[src/rtl/cache_ctrl_pkg.sv]
// Shared types and sizing helpers for the per-set cache controller.
package cache_ctrl_pkg;

    // Fallback geometry used when the parent does not override the parameters.
    localparam int DEF_TAG_WIDTH    = 20;
    localparam int DEF_OFFSET_WIDTH = 6;

    typedef enum logic [1:0] {
        IDLE      = 2'd0,
        WRITEBACK = 2'd1,
        REFILL    = 2'd2
    } state_t;

    // Number of 32-bit words in a line for a given byte-offset width.
    function automatic int line_size(input int offset_width);
        return 2 ** (offset_width - 2);
    endfunction

    // Width of a way index; a set always has at least two ways.
    function automatic int way_bits(input int ways);
        return (ways > 1) ? $clog2(ways) : 1;
    endfunction

endpackage

[src/rtl/cache_ctrl_victim_sel.sv]
// Victim choice for a miss: the lowest invalid way, or the round-robin way
// when every way already holds a valid line.
module cache_ctrl_victim_sel
    import cache_ctrl_pkg::*;
#(
    parameter int SET_WAYS = 4,
    parameter int WAY_W    = way_bits(SET_WAYS)
) (
    input  logic [SET_WAYS-1:0] valid,
    input  logic [WAY_W-1:0]    rr,
    output logic [WAY_W-1:0]    victim,
    output logic                all_valid
);

    // Scan from the top down so the lowest invalid way wins.
    always_comb begin
        all_valid = &valid;
        victim    = rr;
        for (int i = SET_WAYS - 1; i >= 0; i--) begin
            if (!valid[i]) begin
                victim = WAY_W'(i);
            end
        end
    end

endmodule

[src/rtl/cache_ctrl.sv]
// Per-set cache controller: serves hits in the request cycle and, on a miss,
// writes back a dirty victim and refills it one word per memory handshake.
module cache_ctrl
    import cache_ctrl_pkg::*;
#(
    parameter int TAG_WIDTH    = DEF_TAG_WIDTH,
    parameter int OFFSET_WIDTH = DEF_OFFSET_WIDTH,
    parameter int SET_WAYS     = 4
) (
    input  logic                                clk_i,
    input  logic                                rst_i,
    input  logic                                cpu_req_i,
    input  logic                                cpu_we_i,
    input  logic [TAG_WIDTH-1:0]                cpu_tag_i,
    input  logic [OFFSET_WIDTH-3:0]             cpu_offset_i,
    input  logic [31:0]                         cpu_wdata_i,
    output logic [31:0]                         cpu_rdata_o,
    output logic                                cpu_ready_o,
    output logic                                mem_req_o,
    output logic                                mem_we_o,
    output logic [TAG_WIDTH-1:0]                mem_tag_o,
    output logic [OFFSET_WIDTH-3:0]             mem_offset_o,
    output logic [31:0]                         mem_wdata_o,
    input  logic [31:0]                         mem_rdata_i,
    input  logic                                mem_ready_i,
    output logic [SET_WAYS-1:0]                 line_we_o,
    output logic                                line_valid_o,
    output logic                                line_dirty_o,
    output logic [TAG_WIDTH-1:0]                line_tag_o,
    output logic [OFFSET_WIDTH-3:0]             line_offset_o,
    output logic [31:0]                         line_wdata_o,
    input  logic [SET_WAYS-1:0]                 line_hit_i,
    input  logic [SET_WAYS-1:0]                 line_valid_i,
    input  logic [SET_WAYS-1:0]                 line_dirty_i,
    input  logic [SET_WAYS-1:0][TAG_WIDTH-1:0]  line_tag_i,
    input  logic [SET_WAYS-1:0][31:0]           line_rdata_i
);

    localparam int LINE_SIZE = line_size(OFFSET_WIDTH);
    localparam int WORD_W    = OFFSET_WIDTH - 2;
    localparam int WAY_W     = way_bits(SET_WAYS);

    localparam logic [WORD_W-1:0] LAST_WORD = WORD_W'(LINE_SIZE - 1);
    localparam logic [WAY_W-1:0]  LAST_WAY  = WAY_W'(SET_WAYS - 1);

    state_t            state;
    logic [WORD_W-1:0] cnt;
    logic [WAY_W-1:0]  vic;
    logic [WAY_W-1:0]  rr;

    logic [WAY_W-1:0]  sel_way;
    logic              all_valid;
    logic [WAY_W-1:0]  hit_way;
    logic              hit;
    logic              miss;
    logic              last_word;
    logic              sel_dirty;

    cache_ctrl_victim_sel #(
        .SET_WAYS (SET_WAYS),
        .WAY_W    (WAY_W)
    ) u_victim_sel (
        .valid     (line_valid_i),
        .rr        (rr),
        .victim    (sel_way),
        .all_valid (all_valid)
    );

    // Lowest hitting way; tags are unique per set, so this only matters as a tie-break.
    always_comb begin
        hit_way = '0;
        for (int i = SET_WAYS - 1; i >= 0; i--) begin
            if (line_hit_i[i]) begin
                hit_way = WAY_W'(i);
            end
        end
    end

    assign hit       = cpu_req_i & (|line_hit_i);
    assign miss      = cpu_req_i & ~(|line_hit_i);
    assign last_word = (cnt == LAST_WORD);
    assign sel_dirty = line_valid_i[sel_way] & line_dirty_i[sel_way];

    // Sequencer: latch the victim on a miss, then step one word per memory handshake.
    always_ff @(posedge clk_i or posedge rst_i) begin
        if (rst_i) begin
            state <= IDLE;
            cnt   <= '0;
            vic   <= '0;
            rr    <= '0;
        end else begin
            case (state)
                IDLE: begin
                    if (miss) begin
                        vic <= sel_way;
                        cnt <= '0;
                        if (all_valid) begin
                            rr <= (rr == LAST_WAY) ? '0 : rr + 1'b1;
                        end
                        state <= sel_dirty ? WRITEBACK : REFILL;
                    end
                end
                WRITEBACK: begin
                    if (mem_ready_i) begin
                        if (last_word) begin
                            cnt   <= '0;
                            state <= REFILL;
                        end else begin
                            cnt <= cnt + 1'b1;
                        end
                    end
                end
                REFILL: begin
                    if (mem_ready_i) begin
                        cnt <= cnt + 1'b1;
                        if (last_word) begin
                            state <= IDLE;
                        end
                    end
                end
                default: begin
                    state <= IDLE;
                end
            endcase
        end
    end

    // Mealy outputs: hit service in IDLE, memory transfer and line writes during a miss.
    always_comb begin
        cpu_ready_o   = 1'b0;
        cpu_rdata_o   = '0;
        mem_req_o     = 1'b0;
        mem_we_o      = 1'b0;
        mem_tag_o     = '0;
        mem_offset_o  = '0;
        mem_wdata_o   = '0;
        line_we_o     = '0;
        line_valid_o  = 1'b0;
        line_dirty_o  = 1'b0;
        line_tag_o    = cpu_tag_i;
        line_offset_o = cnt;
        line_wdata_o  = '0;
        case (state)
            IDLE: begin
                line_offset_o = cpu_offset_i;
                if (hit) begin
                    cpu_ready_o = 1'b1;
                    if (cpu_we_i) begin
                        line_we_o[hit_way] = 1'b1;
                        line_valid_o       = 1'b1;
                        line_dirty_o       = 1'b1;
                        line_wdata_o       = cpu_wdata_i;
                    end else begin
                        cpu_rdata_o = line_rdata_i[hit_way];
                    end
                end
            end
            WRITEBACK: begin
                line_tag_o   = line_tag_i[vic];
                mem_req_o    = 1'b1;
                mem_we_o     = 1'b1;
                mem_tag_o    = line_tag_i[vic];
                mem_offset_o = cnt;
                mem_wdata_o  = line_rdata_i[vic];
            end
            REFILL: begin
                mem_req_o    = 1'b1;
                mem_tag_o    = cpu_tag_i;
                mem_offset_o = cnt;
                if (mem_ready_i) begin
                    // The line only becomes valid with its final word, so an
                    // aborted refill can never produce a hit on partial data.
                    line_we_o[vic] = 1'b1;
                    line_wdata_o   = mem_rdata_i;
                    line_valid_o   = last_word;
                end
            end
            default: begin
            end
        endcase
    end

endmodule

[config.mk]
export PLATFORM = sky130hd
export DESIGN_NAME = cache_ctrl
export DESIGN_NICKNAME = d
export VERILOG_FILES = /design/src/rtl/cache_ctrl_pkg.sv /design/src/rtl/cache_ctrl_victim_sel.sv /design/src/rtl/cache_ctrl.sv
export SDC_FILE = /design/constraint.sdc
export NUM_CORES = 1
export LEC_CHECK = 0
export CORE_AREA = 2 2 180 182
export CTS_CLUSTER_SIZE = 20
export DETAILED_ROUTE_END_ITERATION = 16
export DIE_AREA = 0 0 182 184
export PLACE_DENSITY = 0.43
export SLEW_MARGIN = 40
export SYNTH_ARGS = -nofsm -noshare
export SYNTH_HDL_FRONTEND = slang
export SYNTH_SLANG_ARGS = --single-unit
[constraint.sdc]
create_clock -name clk_i -period 3.35 [get_ports clk_i]
set_clock_uncertainty 0.2 [all_clocks]
set_input_delay 0.335 -clock clk_i [delete_from_list [all_inputs] [get_ports clk_i]]
set_output_delay 0.335 -clock clk_i [all_outputs]
set_load 0.05 [all_outputs]
==> results of run 1 <==
## stage by stage
step,hold WS (ps),util,std cells
after floorplan,-24.8,-,465
after global placement,332,0.295,1304
after detailed placement,333,0.295,1304
after CTS,218,0.298,1308
after global routing,242,0.298,1308
final,204,0.298,1308
## flip-flops by register name (all words and copies together) (netlist names)
name and cells:
cnt 4, state 2, rr 2, vic 2
## worst register-to-register path: stages, from the launching register on
cell	delay (ps)
sky130_fd_sc_hd__dfrtp_1	400
sky130_fd_sc_hd__inv_1	90
sky130_fd_sc_hd__ha_1	440
sky130_fd_sc_hd__nand3_1	360
sky130_fd_sc_hd__nor3_2	250
sky130_fd_sc_hd__mux2_2	350
## kinds of logic (layout without fill, tap and decap cells)
family	Yosys count	after routing
AO/OA/AOI/OAI	163	163
AND/OR/NAND/NOR	150	150
buffers and inverters	78	519
multiplexers	59	59
flip-flops	10	10
adder cells (fa/ha/maj)	5	5
## layer usage
| metal | vias up | share of wire | GRT usage |
|---|---|---|---|
| li1 | 2696 | - | - |
| met1 | 2766 | 0.37 | 0.169 |
| met2 | 348 | 0.53 | 0.304 |
| met3 | 14 | 0.084 | 0.0359 |
| met4 | 2 | 0.0098 | 0.0184 |
| met5 | - | 0.00048 | 0 |
## final timing paths
kind	start	to	slack, ps	cells past startpoint
worst max-delay path	vic[1]	mem_wdata_o[22]	240	4
worst min-delay path	rst_i	vic[0]	200	2
worst max register to register	state[0]	rr[0]	1150	5
worst min register to register	rr[1]	rr[1]	340	1
max in group asynchronous	rst_i	vic[1]	2400	2
min in group clk_i	rr[1]	rr[1]	340	1
## layout make-up
type,count,area [um^2],share of cell area
Tap cell,402,503,0.0538
Timing Repair Buffer,489,5140,0.550
Sequential cell,10,258,0.0276
Clock buffer,4,88.8,0.00950
Multi-Input combinational cell,377,3270,0.349
Inverter,26,97.6,0.0104
## power breakdown
part           switching [W]  total, W  internal [W]
logic                0.00171   0.00322       0.00151
clock network      0.0000580  0.000238      0.000180
registers           0.000105  0.000253      0.000148
total                0.00188   0.00371       0.00184
## cells in the final DEF (no fill, tap or decap), types with 8 or more instances in the layout
master	Yosys	routed
sky130_fd_sc_hd__buf_4	1	69
sky130_fd_sc_hd__and2_1	37	37
sky130_fd_sc_hd__mux4_2	52	52
sky130_fd_sc_hd__o21ai_0	27	27
sky130_fd_sc_hd__a21boi_0	20	20
sky130_fd_sc_hd__nand2_1	88	88
sky130_fd_sc_hd__buf_12	0	42
sky130_fd_sc_hd__clkdlybuf4s50_1	0	378
sky130_fd_sc_hd__a222oi_1	32	32
sky130_fd_sc_hd__dfrtp_1	10	8
sky130_fd_sc_hd__inv_1	26	26
sky130_fd_sc_hd__a21oi_1	37	37
sky130_fd_sc_hd__a22o_1	34	34
==> reports/qor.yml, run 1 <==
finalMaxSlewViolations: 0
cts-hold-fix-buffers: 0
insertion_delay_ps: 240
area_fraction_in_compound_gates_after_synthesis: 0.313
synth_top_family_by_area: "multiplexers"
critPathLaunchType: "register"
arrival_ps: 2580
nNetsFinal: 1225
route.vias.total: 5826
synth.lib_cells_used.distinct: 37
criticalPathCategory: "register to output pin"
floorplan.rows: 65
total_of_max_cap_violations: 0
placed_wire_length_estimate_um: 22800
tightestPinTransition_ps: 617
grtUsageTotal: 0.153
timing.critical_path.cells: "buf_4, mux4_2, and2_1, clkdlybuf4s50_1"
cts_resized: 0
dieHeight_um: 184
cts.sink_count: 10
postCtsSetupBuffers: 0
floorplan.die_area_mm2: 0.0335
synth.cells.most_frequent: "sky130_fd_sc_hd__nand2_1 (88), sky130_fd_sc_hd__mux4_2 (52), sky130_fd_sc_hd__a21oi_1 (37), sky130_fd_sc_hd__and2_1 (37), sky130_fd_sc_hd__a22o_1 (34)"
biggest_fanout_along_the_worst_timing_path: 18
power.total_w: 0.00371
route.detailed.wl_per_inst_um: 20.9
critPathBufInv: 2
postLayoutCellArea_mm2: 0.00936
clockRootBuffer: "sky130_fd_sc_hd__clkbuf_16"
power_density_mw_per_mm2: 397
place.gp.congestion: 0.843
inserted_clock_buffers: 3
detail_route.drc_violations: 0
cts_htree_levels: 1
yosys-mux-area-fraction: 0.325
ys_seq_area_frac: 0.0651
antenna_found_initial: 1
clk_path_buf_depth: 2
synthesis.instances: 465
cp_slowest_stage_delay_ps: 720
tritoncts_clock_tree: "done"
worst_setup_margin_ps: 237
async_reset_ff_frac: 1.00
num_antenna_cells: 0
leakage_nw: 3.49
placed_cell_area_mm2: 0.00927
outcome: "finished, final reports clean"
hold_class: "input pin to asynchronous set/reset pin"
ys.flop_type: "sky130_fd_sc_hd__dfrtp_1"
final-setup-viol-count: 0
final_period_minus_worst_setup_slack_ps: 3110
synth.net_count: 783
pin_count_of_the_biggest_net_entering_global_routing: 56
synth_most_common_cell: "sky130_fd_sc_hd__nand2_1"
i_o_pin_count: 466
layout-area-overhead-vs-synth_pct: 143
firstDrtPassIters: 8
first_pass_grt_wire_length_um: 39400
worst_setup_hold_path_clk_slew_ps: 40
timing.max_slew.rel_slack: 0.587
floorplan.initialDensity: 0.122
synth-edff-count: 0
synth.avg_cell_area_um2: 8.26
antenna_left: 0
post_synth_fa_ha_maj_area_fraction: 0.0163
core_area_mm2: 0.0314
final.fill_count: 3331
family_with_the_most_delay_on_the_worst_path: "buffers and inverters"
synth-xor-area-share: 0
total_of_warnings_raised_by_yosys: 0
synth.ff_latch_count: 10
critical_path.endpoint_type: "output pin"
routed_wire_length_um: 27400
finalSetupTns_ps: 0
drt_first_iter_violations: 387
drive_above_1_share: 0.203
global_route.overflow_total: 0
max_freq_ghz: 0.321
grt_pass1_vias: 6132
post_drt_via_cell_ratio: 4.45
floorplan.die.width_um: 182
yosysTopAreaCellShare: 0.305
timing.final.hold_violations: 0
critPathSlowestCell: "sky130_fd_sc_hd__clkdlybuf4s50_1"
top_cells_by_area_in_the_synthesized_netlist: "sky130_fd_sc_hd__mux4_2 (30%), sky130_fd_sc_hd__nand2_1 (8.6%), sky130_fd_sc_hd__a222oi_1 (8.3%)"
synth_area_mm2: 0.00384
synth_simple_gate_area_frac: 0.190
port-buffer-count: 465
final.period_utilization: 0.929
irDropWorstVdd_v: 0.000205
detailedPlace.worstSlack_ps: 452
worst_ep_required_time_ps: 2810
grt_setup_unrepaired: "no"
netlist.top_cell.by_area: "sky130_fd_sc_hd__mux4_2"
No activity file was read; power rests on OpenSTA's default activity.
==> inputs of run 2 (changes only) <==
--- a/config.mk
+++ b/config.mk
@@ -10,6 +10,7 @@
 export DETAILED_ROUTE_END_ITERATION = 16
 export DIE_AREA = 0 0 182 184
 export PLACE_DENSITY = 0.43
+export REMOVE_ABC_BUFFERS = 1
 export SLEW_MARGIN = 40
 export SYNTH_ARGS = -nofsm -noshare
 export SYNTH_HDL_FRONTEND = slang
==> reports/qor.yml, run 2 (same netlist as run 1, synthesis figures left out) <==
multiInputGateArea_mm2: 0.00327
cts.sink_count: 10
nNetsFinal: 1221
critPathBufInv: 3
cts_resized: 0
place.gp.congestion: 0.791
core_area_mm2: 0.0314
floorplan.rows: 65
critPathLaunchType: "register"
final.fill_count: 3292
setup.worst_path.start: "state[1]"
total_of_max_cap_violations: 0
worst_ep_required_time_ps: 2810
insertion_delay_ps: 240
antenna_left: 0
grt_setup_unrepaired: "no"
floorplan.die_area_mm2: 0.0335
cp_slowest_stage_delay_ps: 830
grtUsageTotal: 0.148
inserted_clock_buffers: 3
firstDrtPassIters: 8
grt_pass1_vias: 5959
cts_htree_levels: 1
worst_setup_hold_path_clk_slew_ps: 40
timing.max_slew.rel_slack: 0.612
critPathSlowestCell: "sky130_fd_sc_hd__clkdlybuf4s50_1"
family_with_the_most_delay_on_the_worst_path: "buffers and inverters"
drt_first_iter_violations: 469
max_freq_ghz: 0.321
tritoncts_clock_tree: "done"
layout_commonest_cell: "sky130_fd_sc_hd__clkdlybuf4s50_1"
placed_wire_length_estimate_um: 21800
irDropWorstVdd_v: 0.000204
r2r-start: "state[1]"
num_antenna_cells: 0
final_period_minus_worst_setup_slack_ps: 3120
worst_setup_margin_ps: 232
critical_path.endpoint_type: "output pin"
first_pass_grt_wire_length_um: 38000
finalMaxSlewViolations: 0
final-setup-viol-count: 0
clk_path_buf_depth: 2
layout-area-overhead-vs-synth_pct: 145
power_density_mw_per_mm2: 400
dieHeight_um: 184
hold_class: "input pin to asynchronous set/reset pin"
i_o_pin_count: 466
largest_register_ff_count: 4
final.period_utilization: 0.931
detailedPlace.worstSlack_ps: 452
arrival_ps: 2580
biggest_fanout_along_the_worst_timing_path: 18
seq_area_um2: 258
tightestPinTransition_ps: 580
antenna_found_initial: 0
cts-hold-fix-buffers: 0
postCtsSetupBuffers: 0
clockRootBuffer: "sky130_fd_sc_hd__clkbuf_16"
floorplan.die.width_um: 182
detail_route.drc_violations: 0
top_register_by_number_of_flip_flops: "cnt"
floorplan.initialDensity: 0.122
layout.cells.most_common_list: "sky130_fd_sc_hd__clkdlybuf4s50_1 (392), sky130_fd_sc_hd__nand2_1 (88), sky130_fd_sc_hd__mux4_2 (52)"
pin_count_of_the_biggest_net_entering_global_routing: 39
route.detailed.wl_per_inst_um: 20.5
post_drt_via_cell_ratio: 4.46
hold-worst-slack_ps: 200
global_route.overflow_total: 0
timing.critical_path.cells: "inv_1, ha_2, buf_4, nand2_1, a21boi_0, clkdlybuf4s50_1"
timing.final.hold_violations: 0
leakage_nw: 3.46
outcome: "finished, final reports clean"
criticalPathCategory: "register to output pin"
route.vias.total: 5812
drive_above_1_share: 0.184
routed_wire_length_um: 26700
port-buffer-count: 465
-- run 2: cell types whose count changed in the layout (fill, tap and decap cells not counted), sizes merged --
cell / previous run / this run
clkdlybuf4s50: 378 / 392
buf: 111 / 93
-- run 2: through the flow --
stage	power (W)	setup TNS (ps)	std cells	utilization	instance area (um^2)
2_1_floorplan	0.00203	-19910	413	-	3590
4_1_cts	0.00381	0	1304	0.300	9410
6_report	0.00376	0	1304	0.300	9410
3_5_place_dp	0.00357	0	1300	0.297	9320
5_1_grt	0.00396	0	1304	0.300	9410
3_3_place_gp	0.00357	0	1300	0.297	9320
-- run 2: routing by layer --
layer,GRT usage,up-vias,share of wire
met5,0,-,0
met4,0.0268,0,0.014
met3,0.0319,18,0.085
met2,0.270,341,0.51
met1,0.180,2763,0.39
li1,-,2690,-
-- run 2: area by class of cell --
cell class / count / area share
multi-input combinational: 377 / 0.347
timing repair buffer: 485 / 0.552
clock buffer: 4 / 0.00944
sequential: 10 / 0.0274
inverter: 26 / 0.0104
tap: 402 / 0.0535
-- run 2: report_power, final --
group	switching (W)	total [W]	internal, W
logic	0.00179	0.00332	0.00153
clock network	0.0000593	0.000239	0.000180
registers	0.0000518	0.000201	0.000149
-- run 2: final timing paths --
| check | to | slack [ps] | depth (start not counted) |
|---|---|---|---|
| max | mem_tag_o[13] | 230 | 6 |
| min in group clk_i | state[0] | 340 | 1 |
| min reg2reg | state[0] | 340 | 1 |
| max reg2reg | state[1] | 1130 | 7 |
| max in group asynchronous | vic[0] | 2420 | 2 |
| min | cnt[2] | 200 | 2 |
